**config.mk**
```make
export PLATFORM = sky130hd
export DESIGN_NAME = mul_share_arbiter
export DESIGN_NICKNAME = d
export VERILOG_FILES = /design/src/rtl/mul_share_arbiter.sv
export SDC_FILE = /design/constraint.sdc
export NUM_CORES = 1
export LEC_CHECK = 0
export BUFFER_PORTS_ARGS = -buffer_cell sky130_fd_sc_hd__buf_2
export CAP_MARGIN = 20
export CORE_MARGIN = 4
export CORE_UTILIZATION = 40
export CTS_BUF_LIST = sky130_fd_sc_hd__clkbuf_4 sky130_fd_sc_hd__clkbuf_8
export DETAILED_ROUTE_END_ITERATION = 8
export GPL_TIMING_DRIVEN = 0
export PLACE_DENSITY = 0.7
export SETUP_SLACK_MARGIN = 0.1
export SLEW_MARGIN = 10
export SYNTH_ARGS = -nofsm -noshare
export SYNTH_HDL_FRONTEND = slang
export SYNTH_SLANG_ARGS = --single-unit
```
**constraint.sdc**
```tcl
create_clock -name clk -period 3.4 [get_ports clk]
set_input_delay 0 -clock clk [delete_from_list [all_inputs] [get_ports clk]]
set_output_delay 0 -clock clk [all_outputs]
set_load 0.005 [all_outputs]
```
**src/rtl/mul_share_arbiter.sv**
```systemverilog
// mul_share_arbiter: round-robin sharing of one pipelined 8x8 signed multiplier among NREQ requesters,
// with a tag pipeline that returns each product on a common response bus with its requester ID.
module mul_share_arbiter #(
  parameter int NREQ    = 4,
  parameter int IDW     = 2,
  parameter int MUL_LAT = 5
) (
  input  logic                 clk,
  input  logic                 rst,
  input  logic [NREQ-1:0]      req_valid,
  output logic [NREQ-1:0]      req_ready,
  input  logic [8*NREQ-1:0]    req_a,
  input  logic [8*NREQ-1:0]    req_b,
  input  logic                 hold,
  output logic [7:0]           mul_a,
  output logic [7:0]           mul_b,
  input  logic [15:0]          mul_p,
  output logic                 rsp_valid,
  output logic [IDW-1:0]       rsp_id,
  output logic [15:0]          rsp_p,
  output logic [2:0]           inflight,
  output logic                 busy
);
  logic [IDW-1:0]    rr_ptr_q, rr_ptr_d;
  logic [IDW-1:0]    grant;
  logic              found, xfer;
  logic [2*NREQ-1:0] dbl;
  logic [NREQ-1:0]   rot;
  logic [7:0]        last_a_q, last_a_d, last_b_q, last_b_d;
  logic [MUL_LAT-1:0] tv_q, tv_d;
  logic [IDW-1:0]    tid_q [MUL_LAT];
  logic [IDW-1:0]    tid_d [MUL_LAT];
  logic              rsp_valid_q, rsp_valid_d;
  logic [IDW-1:0]    rsp_id_q, rsp_id_d;
  logic [15:0]       rsp_p_q, rsp_p_d;
  logic [2:0]        cnt;

  // Rotate the request vector so bit 0 is the requester at rr_ptr; lowest set bit wins.
  always_comb begin
    dbl   = {req_valid, req_valid} >> rr_ptr_q;
    rot   = dbl[NREQ-1:0];
    grant = '0;
    found = 1'b0;
    for (int k = NREQ-1; k >= 0; k--) begin
      if (rot[k]) begin
        grant = IDW'((int'(rr_ptr_q) + k) % NREQ);
        found = 1'b1;
      end
    end
    xfer      = found & ~hold & ~rst;
    req_ready = xfer ? NREQ'(1) << grant : '0;
    mul_a     = xfer ? 8'(req_a >> {grant, 3'b000}) : last_a_q;
    mul_b     = xfer ? 8'(req_b >> {grant, 3'b000}) : last_b_q;
    last_a_d  = mul_a;
    last_b_d  = mul_b;
    rr_ptr_d  = !xfer ? rr_ptr_q : (grant == IDW'(NREQ-1)) ? '0 : grant + 1'b1;
  end

  always_comb begin
    tv_d     = {tv_q[MUL_LAT-2:0], xfer};
    tid_d[0] = grant;
    for (int i = 1; i < MUL_LAT; i++) tid_d[i] = tid_q[i-1];
    rsp_valid_d = tv_q[MUL_LAT-1];
    rsp_id_d    = tv_q[MUL_LAT-1] ? tid_q[MUL_LAT-1] : rsp_id_q;
    rsp_p_d     = tv_q[MUL_LAT-1] ? mul_p : rsp_p_q;
    cnt = '0;
    for (int i = 0; i < MUL_LAT; i++) cnt = cnt + 3'(tv_q[i]);
  end

  always_ff @(posedge clk) begin
    if (rst) begin
      rr_ptr_q    <= '0;
      last_a_q    <= '0;
      last_b_q    <= '0;
      tv_q        <= '0;
      tid_q       <= '{default: '0};
      rsp_valid_q <= 1'b0;
      rsp_id_q    <= '0;
      rsp_p_q     <= '0;
    end else begin
      rr_ptr_q    <= rr_ptr_d;
      last_a_q    <= last_a_d;
      last_b_q    <= last_b_d;
      tv_q        <= tv_d;
      tid_q       <= tid_d;
      rsp_valid_q <= rsp_valid_d;
      rsp_id_q    <= rsp_id_d;
      rsp_p_q     <= rsp_p_d;
    end
  end

  assign rsp_valid = rsp_valid_q;
  assign rsp_id    = rsp_id_q;
  assign rsp_p     = rsp_p_q;
  assign inflight  = cnt;
  assign busy      = (cnt != 3'd0) | rsp_valid_q;
endmodule
```
==> impl_metrics.env, run 1 <==
export IMPL_hpwl_mm=5.933
export IMPL_r2r_cells=8
export IMPL_synth_top_cell_area_share_pct=37.82
export IMPL_ant_nets=0
export IMPL_crit_required_ps=3400
export IMPL_max_freq_mhz=410.1
export IMPL_drv_slew=0
export IMPL_layout_drive_gt1_share_pct=35.85
export IMPL_setup_viol=0
export IMPL_ff2ff_setup_slack_ps=1380
export IMPL_intPower_uw=960.3
export IMPL_via_count=2696
export IMPL_fin_skew_ps=7.505
export IMPL_cp_start_kind="register"
export IMPL_fp_dieH_um=90.96
export IMPL_synth_area_leaders="dfxtp_1 (38%), and3_1 (7.3%), mux2i_1 (6.9%)"
export IMPL_die_w_um=90.96
export IMPL_nets=556
export IMPL_power_frac_seq_pct=46.6
export IMPL_holdPathEnd="rsp_valid"
export IMPL_yosys_top_cells_count="dfxtp_1 (52), and3_1 (32), a21boi_1 (24), nor2_1 (23), o21ai_1 (22)"
export IMPL_p_sw_uw=423.5
export IMPL_path_clk_slew_ps=100
export IMPL_synth_nets=405
export IMPL_switching_share_pct=30.61
export IMPL_worst_ir_drop_vdd_v=0.0001963
export IMPL_clk_path_buf_depth=2
export IMPL_p_comb_share_pct=27.0
export IMPL_maxCapViolCount=0
export IMPL_portBuffers=128
export IMPL_htree_levels=2
export IMPL_holdBufCountCts=16
export IMPL_coreArea_sq_um=6531
export IMPL_clk_latency_ps=300
export IMPL_dp_slack_ps=1301
export IMPL_cts_tree="yes"
export IMPL_drc=0
export IMPL_gp_congestion=0.8050
export IMPL_cts_sinks=52
export IMPL_ctsRootBufferMaster="clkbuf_8"
export IMPL_routed_wl_mm=7.791
export IMPL_drtPass1Iterations=4
export IMPL_cp_data_arrival_time_ps=2440
export IMPL_cts_buffers_inserted=5
export IMPL_synthToLayoutAreaGrowth_pct=36.00
export IMPL_powerDensity_nw_per_um2=369.7
export IMPL_antenna_found_initial=0
export IMPL_hold_start="rst"
export IMPL_rsz0062_at_grt="no"
export IMPL_grt_max_degree=19
export IMPL_overflow=0
export IMPL_whs_path_depth=2
export IMPL_row_count=29
export IMPL_whs_ps=18.81
export IMPL_leakage_nw=1.852
export IMPL_synth_warnings=0
export IMPL_synth_most_common_cell="dfxtp_1"
export IMPL_hold_viol_final=0
export IMPL_worst_pin_slew_ps=594.4
export IMPL_crit_path_end_kind="primary output"
export IMPL_synth_seq_cells=52
export IMPL_yosys_area_top_type="dfxtp_1"
export IMPL_reg2reg_from="rr_ptr_q[1]"
export IMPL_netlist_instances=311
export IMPL_netlist_area_sq_um=2753
export IMPL_r2r_end="rr_ptr_q[1]"
export IMPL_clockPowerShare_pct=26.4
export IMPL_synth_edf_count=0
export IMPL_cts_setup_buffers=0
export IMPL_fin_crit_ps=2438
export IMPL_slew_headroom_pct=60.37
export IMPL_dieArea_sq_um=8273
export IMPL_async_reset_ff_share_pct=0
export IMPL_drt_first_iter_violations=61
export IMPL_hp_class="input pin to register"
export IMPL_num_antenna_cells=0
export IMPL_synth_distinct_cells=33
export IMPL_io_pins=130
export IMPL_cts_resized=0
export IMPL_critPathKind="register to primary output"
export IMPL_yosysSeqAreaShare_pct=37.82
export IMPL_wire_per_inst_um=14.43
export IMPL_finalWorstSetupSlack_ps=961.7
export IMPL_avgSynthCellArea_sq_um=8.851
export IMPL_grt_pass1_vias=2790
export IMPL_synth_flop_cell="dfxtp_1"
export IMPL_final_period_utilization_pct=71.72
export IMPL_grt_total_usage_pct=18.57
export IMPL_cp_max_fo=2
export IMPL_start_util_pct=42.15
export IMPL_finalSetupTns_ps=0
export IMPL_status="finished, final reports clean"
export IMPL_via_per_inst=4.993
export IMPL_grt_pass1_wl_mm=12.72
-- cell type report --
class,instances,area (sq um)
Tap cell,77,96.34
Fill cell,612,2788
Multi-Input combinational cell,228,1534
Buffer,25,152.6
Clock buffer,5,68.82
Timing Repair Buffer,144,800.8
Sequential cell,52,1041
Inverter,6,25.02
Clock inverter,3,25.02
-- cells in the final DEF (no fill, tap or decap) --
cell type      count
nor2_1            23
a21boi_2           3
clkinvlp_4         1
a311o_1            1
nand3_1           16
nand2_1           17
inv_4              1
ha_1               5
or4_1              1
nor3_1             1
a211oi_1           1
o21a_1             1
clkbuf_1          13
inv_1              5
a21boi_0           5
a21oi_1            1
or4_4              1
o31a_4             1
clkbuf_8           5
and3_1            32
nor4_4             1
dfxtp_1           52
a31oi_1           16
buf_2            133
nand3_4            1
a21o_1             1
inv_6              2
o21ai_1           22
nor2b_1           15
buf_6              7
o21ai_2           10
nand2b_1           2
a21boi_1          24
and2_1             6
fa_1               2
dlygate4sd3_1     16
mux2i_1           19
-- registers in the layout, summed over array words and instances, names as in the netlist --
name       flops
rsp_valid      1
rr_ptr_q       2
rsp_id         2
rsp_p         16
last_b_q       8
tv_q           5
last_a_q       8
tid_q          2
tid_d          8
-- worst max-delay path by stage --
stage / start / to / slack, ps
final: tv_q[0] / busy / 960
after global routing: tv_q[0] / busy / 860
after CTS: tv_q[0] / busy / 950
after detailed placement: tv_q[0] / busy / 1300
after global placement: tv_q[0] / busy / 1300
after floorplan: tv_q[0] / busy / 1420
-- per-stage QoR --
step	cells	power (mW)	instance area (sq um)	utilization [%]
CTS	540	1.396	3744	57.32
floorplan	311	0.8797	2753	-
global placement	516	1.011	3490	53.43
global route	540	1.466	3744	57.32
detailed placement	516	1.017	3490	53.43
finish	540	1.384	3744	57.32
-- layer usage --
layer / vias up / wire length (um) / GRT usage [%]
met4: 0 / 34 / 5.025
li1: 1401 / - / -
met3: 2 / 552 / 4.463
met5: - / 0 / 0
met1: 1181 / 3417 / 21.89
met2: 112 / 3786 / 33.60
-- power groups by stage --
stage	Clock (mW)	Combinational, mW	Sequential, mW
global placement	0	0.352	0.659
finish	0.365	0.373	0.645
CTS	0.377	0.373	0.646
detailed placement	0	0.358	0.660
global route	0.404	0.413	0.649
floorplan	0	0.222	0.657
-- critical path: stages (launching register included) --
cell and delay [ps]:
dfxtp_1 340, fa_1 490, fa_1 370, ha_1 290, or4_1 500, buf_2 140
-- logic make-up after synthesis --
family          synth area share, %
compound gates                21.95
fa+ha+maj                     3.727
buf+inv                       6.455
flops                         37.82
mux                           6.909
simple gates                  23.14
(Power assumes the default switching activity.)
==> run 2: changes to the inputs <==
ABC_AREA = 1   (was unset)
PLACE_DENSITY = 0.72   (was 0.7)
clock period = 2.22 ns   (was 3.4 ns; I/O delays follow)
==> impl_metrics.env, run 2 <==
export IMPL_reg2reg_from="rr_ptr_q[0]"
export IMPL_clk_path_buf_depth=2
export IMPL_die_w_um=94.52
export IMPL_finalWorstSetupSlack_ps=-98.33
export IMPL_synth_most_common_cell="nand3_1"
export IMPL_postLayoutCoreUtil_pct=75.06
export IMPL_antenna_found_initial=0
export IMPL_power_frac_seq_pct=18.5
export IMPL_clk_latency_ps=310
export IMPL_start_util_pct=41.28
export IMPL_grt_pass1_vias=3367
export IMPL_dp_slack_ps=29.73
export IMPL_grt_total_usage_pct=21.21
export IMPL_placed_area_sq_um=3759
export IMPL_synth_area_leaders="dfxtp_1 (35%), nand3_1 (17%), inv_1 (9.7%)"
export IMPL_final_period_utilization_pct=104.4
export IMPL_powerDensity_nw_per_um2=1071
export IMPL_synth_warnings=0
export IMPL_via_per_inst=5.105
export IMPL_intPower_mw=3.285
export IMPL_p_comb_share_pct=68.2
export IMPL_fillers=502
export IMPL_setup_viol=15
export IMPL_leakage_nw=2.821
export IMPL_layout_drive_gt1_share_pct=54.87
export IMPL_hp_class="input pin to register"
export IMPL_gp_congestion=0.8532
export IMPL_cp_cell_sequence="fa_1 > fa_2 > ha_4 > or4_1 > buf_2"
export IMPL_synth_flop_cell="dfxtp_1"
export IMPL_p_sw_mw=2.544
export IMPL_dieArea_sq_um=8933
export IMPL_async_reset_ff_share_pct=0
export IMPL_netlist_area_sq_um=2994
export IMPL_largest_register_ffs=16
export IMPL_row_count=31
export IMPL_synth_edf_count=0
export IMPL_hold_start="rst"
export IMPL_avgSynthCellArea_sq_um=6.481
export IMPL_maxCapViolCount=0
export IMPL_critPathLaunch="tv_q[0]"
export IMPL_worst_ir_drop_vdd_v=0.0005291
export IMPL_dp_cells=689
export IMPL_status="complete, but fails checks"
export IMPL_p_total_mw=5.829
export IMPL_fin_crit_ps=2318
export IMPL_num_antenna_cells=0
export IMPL_fin_skew_ps=16.77
export IMPL_synth_nets=556
export IMPL_worst_pin_slew_ps=691.0
export IMPL_cp_max_fo=2
export IMPL_grt_pass1_wl_mm=15.23
export IMPL_wire_per_inst_um=16.11
export IMPL_cp_start_kind="register"
export IMPL_drt_first_iter_violations=186
export IMPL_cp_data_arrival_time_ps=2320
export IMPL_hpwl_mm=6.854
export IMPL_cts_sinks=52
export IMPL_cts_tree="yes"
export IMPL_synth_seq_cells=52
export IMPL_netlist_instances=462
export IMPL_final_common_cell="buf_2"
export IMPL_routed_wl_mm=12.02
export IMPL_finalSetupTns_ps=-342.3
export IMPL_slew_headroom_pct=53.93
export IMPL_crit_required_ps=2220
export IMPL_synth_top_cell_area_share_pct=34.77
export IMPL_clockPowerShare_pct=13.4
export IMPL_slowest_stage="fa_1"
export IMPL_coreArea_sq_um=7253
export IMPL_yosysSeqAreaShare_pct=34.77
export IMPL_io_pins=130
export IMPL_path_clk_slew_ps=90
export IMPL_final_cell_mix="buf_2 (120), nor2_1 (71), inv_1 (55)"
export IMPL_fp_dieH_um=94.52
export IMPL_drtPass1Iterations=5
export IMPL_switching_share_pct=43.65
export IMPL_fin_cells=746
export IMPL_yosys_area_top_type="dfxtp_1"
export IMPL_worst_path_largest_cell_delay_ps=500
export IMPL_rsz0062_at_grt="yes"
export IMPL_cts_buffers_inserted=5
export IMPL_postLayoutCellArea_sq_um=5444
export IMPL_ctsRootBufferMaster="clkbuf_8"
export IMPL_critPathKind="register to primary output"
export IMPL_max_freq_mhz=431.3
export IMPL_portBuffers=128
export IMPL_synth_distinct_cells=29
export IMPL_synthToLayoutAreaGrowth_pct=81.82
export IMPL_crit_path_end_kind="primary output"
export IMPL_yosys_top_cells_count="nand3_1 (103), inv_1 (77), nor2_1 (74), nand2_1 (68), dfxtp_1 (52)"
export IMPL_whs_ps=42.57
export IMPL_via_count=3808
export IMPL_drc=0
export IMPL_violations="negative setup slack"
export IMPL_overflow=0
export IMPL_nets=740
export IMPL_htree_levels=2
export IMPL_ant_nets=0
export IMPL_grt_max_degree=18
export IMPL_drv_slew=0
export IMPL_hold_viol_final=0
## run 2: final timing paths
| kind | slack, ps | cells after the start | to |
|---|---|---|---|
| min reg2reg | 410 | 2 | tid_d[1] |
| max | -100 | 5 | busy |
| min | 40 | 2 | rr_ptr_q[1] |
| max reg2reg | 110 | 16 | last_b_q[2] |
## run 2: metal layers
metal	track usage, %	vias to the layer above	share of wire, %
li1	-	1797	-
met1	26.21	1786	38
met2	37.71	194	52
met3	3.745	31	7.3
met4	6.010	0	2.8
met5	0	-	0
## run 2: cells by family (layout without fill, tap and decap cells)
group,Yosys count,after routing,share of synthesized area [%]
adder cells (fa/ha/maj),7,7,3.427
XOR/XNOR,1,1,0.2926
buffers and inverters,107,291,15.63
flip-flops,52,52,34.77
AO/OA/AOI/OAI,22,22,4.221
AND/OR/NAND/NOR,273,274,41.66
## run 2: timing repair
item                                    CTS  global route
cloned                                    1             8
resized for setup                        54           205
buffers inserted                         11            16
pin swaps                                17            84
endpoints found under the setup margin   22            24
hold buffers                             16             0
hold endpoints to repair                 16             0
## run 2: worst max-delay path: cells and delay by family, from the launching register on
kind | cells | cell delay, ps
fa+ha+maj | 3 | 1090
simple gates | 1 | 450
flops | 1 | 340
buf+inv | 1 | 140
## run 2: area by class of cell
| type | instances | area (sq um) | share of cell area (%) |
|---|---|---|---|
| plain buffers | 26 | 272.8 | 5.010 |
| multi-input cells | 304 | 2277 | 41.83 |
| well taps | 99 | 123.9 | 2.275 |
| clock inverters | 3 | 68.82 | 1.264 |
| clock buffers | 5 | 68.82 | 1.264 |
| repair buffers | 176 | 1252 | 23.01 |
| flip-flops and latches | 52 | 1049 | 19.26 |
| inverters | 81 | 331.6 | 6.091 |
## run 2: power by group through the flow
stage                     clock network [mW]  logic [mW]  registers [mW]
final                                  0.780        3.97            1.08
after global routing                   0.824        4.19            1.08
after CTS                              0.777        2.33            1.06
after detailed placement                   0        1.83            1.07
after global placement                     0        1.79            1.07
after floorplan                            0        1.31            1.06
==> run 3: changes to the inputs <==
ABC_AREA = unset   (was 1)
PLACE_DENSITY = 0.73   (was 0.72)
==> impl_metrics.env, run 3 (synthesized netlist as in run 1, its figures left out) <==
export IMPL_gp_congestion=0.8566
export IMPL_path_clk_slew_ps=100
export IMPL_coreArea_sq_um=6531
export IMPL_hold_viol_final=0
export IMPL_portBuffers=128
export IMPL_crit_path_end="busy"
export IMPL_htree_levels=2
export IMPL_leakage_nw=1.890
export IMPL_drc=0
export IMPL_cts_buffers_inserted=5
export IMPL_overflow=0
export IMPL_drt_first_iter_violations=57
export IMPL_largest_register_ffs=16
export IMPL_p_total_mw=2.156
export IMPL_p_comb_share_pct=27.8
export IMPL_synthToLayoutAreaGrowth_pct=38.91
export IMPL_final_common_cell="buf_2"
export IMPL_max_freq_mhz=432.1
export IMPL_r2r_end="rr_ptr_q[1]"
export IMPL_status="complete, but fails checks"
export IMPL_io_pins=130
export IMPL_finalWorstSetupSlack_ps=-94.39
export IMPL_num_antenna_cells=0
export IMPL_row_count=29
export IMPL_ant_nets=0
export IMPL_power_frac_seq_pct=45.9
export IMPL_reg2reg_from="rr_ptr_q[0]"
export IMPL_dieArea_sq_um=8273
export IMPL_whs_path_depth=2
export IMPL_final_period_utilization_pct=104.3
export IMPL_powerDensity_nw_per_um2=563.9
export IMPL_ctsRootBufferMaster="clkbuf_8"
export IMPL_hpwl_mm=5.930
export IMPL_hp_class="input pin to register"
export IMPL_fp_dieH_um=90.96
export IMPL_slew_headroom_pct=59.74
export IMPL_wire_per_inst_um=14.44
export IMPL_crit_path_end_kind="primary output"
export IMPL_crit_required_ps=2220
export IMPL_die_w_um=90.96
export IMPL_placed_area_sq_um=3490
export IMPL_whs_ps=26.55
export IMPL_drv_slew=0
export IMPL_postLayoutCellArea_sq_um=3824
export IMPL_dp_cells=516
export IMPL_grt_max_degree=19
export IMPL_cts_sinks=52
export IMPL_setup_viol=1
export IMPL_cp_data_arrival_time_ps=2310
export IMPL_cp_start_kind="register"
export IMPL_via_count=2772
export IMPL_rsz0062_at_grt="yes"
export IMPL_clk_path_buf_depth=2
export IMPL_drtPass1Iterations=4
export IMPL_final_cell_mix="buf_2 (133), dfxtp_1 (48), and3_1 (32)"
export IMPL_p_sw_uw=663.4
export IMPL_ff2ff_setup_slack_ps=350
export IMPL_intPower_mw=1.493
export IMPL_clk_latency_ps=300
export IMPL_switching_share_pct=30.76
export IMPL_critPathLaunch="tv_q[0]"
export IMPL_routed_wl_mm=7.843
export IMPL_start_util_pct=42.15
export IMPL_grt_pass1_vias=2825
export IMPL_antenna_found_initial=0
export IMPL_nets=559
export IMPL_fin_crit_ps=2314
export IMPL_dp_slack_ps=119.6
export IMPL_r2r_cells=8
export IMPL_critPathKind="register to primary output"
export IMPL_grt_pass1_wl_mm=12.89
export IMPL_worst_pin_slew_ps=603.9
export IMPL_clockPowerShare_pct=26.4
export IMPL_cts_tree="yes"
export IMPL_layout_drive_gt1_share_pct=40.34
export IMPL_violations="negative setup slack"
export IMPL_cp_max_fo=2
export IMPL_worst_ir_drop_vdd_v=0.0003132
export IMPL_via_per_inst=5.105
export IMPL_grt_total_usage_pct=18.77
export IMPL_fin_skew_ps=6.841
export IMPL_fin_cells=543
export IMPL_maxCapViolCount=0
[run 3: changes by cell type in the layout (fill, tap and decap cells not counted), moves of 32 or more]
cell and change:
inv_1 -51, nor2_1 -48, nand3_2 -42, nand2_2 -39
nand3_1 -36, and3_1 +32
[run 3: how the worst min path moves through the flow]
| stage | startpoint | end | slack [ps] |
|---|---|---|---|
| detailed placement | mul_p[5] | rsp_p[5] | 250 |
| floorplan | mul_p[10] | rsp_p[10] | 150 |
| CTS | rst | rsp_valid | 30 |
| global route | rst | rsp_valid | 20 |
| global placement | mul_p[2] | rsp_p[2] | 240 |
| finish | rst | rsp_valid | 30 |
[run 3: power groups by stage]
| stage | registers, mW | logic, mW | clock network, mW |
|---|---|---|---|
| finish | 0.989 | 0.599 | 0.568 |
| global route | 0.993 | 0.667 | 0.627 |
| CTS | 0.988 | 0.584 | 0.585 |
| detailed placement | 1.01 | 0.549 | 0 |
| global placement | 1.01 | 0.541 | 0 |
| floorplan | 1.01 | 0.340 | 0 |
[run 3: repair_timing]
action                                  4_1_cts  5_1_grt
hold buffers                                 16        0
endpoints found under the setup margin       10       21
hold endpoints to repair                     16        0
pin swaps                                     4        4
resized for setup                            10       19
buffers inserted                              1        2
[run 3: area by class of cell]
class | count | area (sq um)
clock inverter | 3 | 27.53
buffer | 25 | 165.2
tap | 77 | 96.34
fill | 605 | 2708
multi-input combinational | 228 | 1572
inverter | 6 | 25.02
sequential | 52 | 1046
clock buffer | 5 | 68.82
timing repair buffer | 147 | 823.3
[run 3: worst max-delay path: stages (launching register included)]
cell     delay, ps
dfxtp_2        340
fa_1           490
fa_2           370
ha_4           220
or4_1          450
buf_2          140
[run 3: per-layer routing]
layer | GRT usage (%) | up-vias | wire [um]
met5 | 0 | - | 0
met4 | 4.899 | 0 | 134
met3 | 5.207 | 11 | 576
met2 | 33.11 | 106 | 3792
met1 | 22.46 | 1254 | 3341
li1 | - | 1401 | -
[run 3: metrics by stage]
step / util [%] / setup TNS (ps)
finish: 58.54 / -94.39
global route: 58.54 / -160.4
CTS: 57.85 / -171.7
detailed placement: 53.43 / 0
global placement: 53.43 / 0
floorplan: - / 0
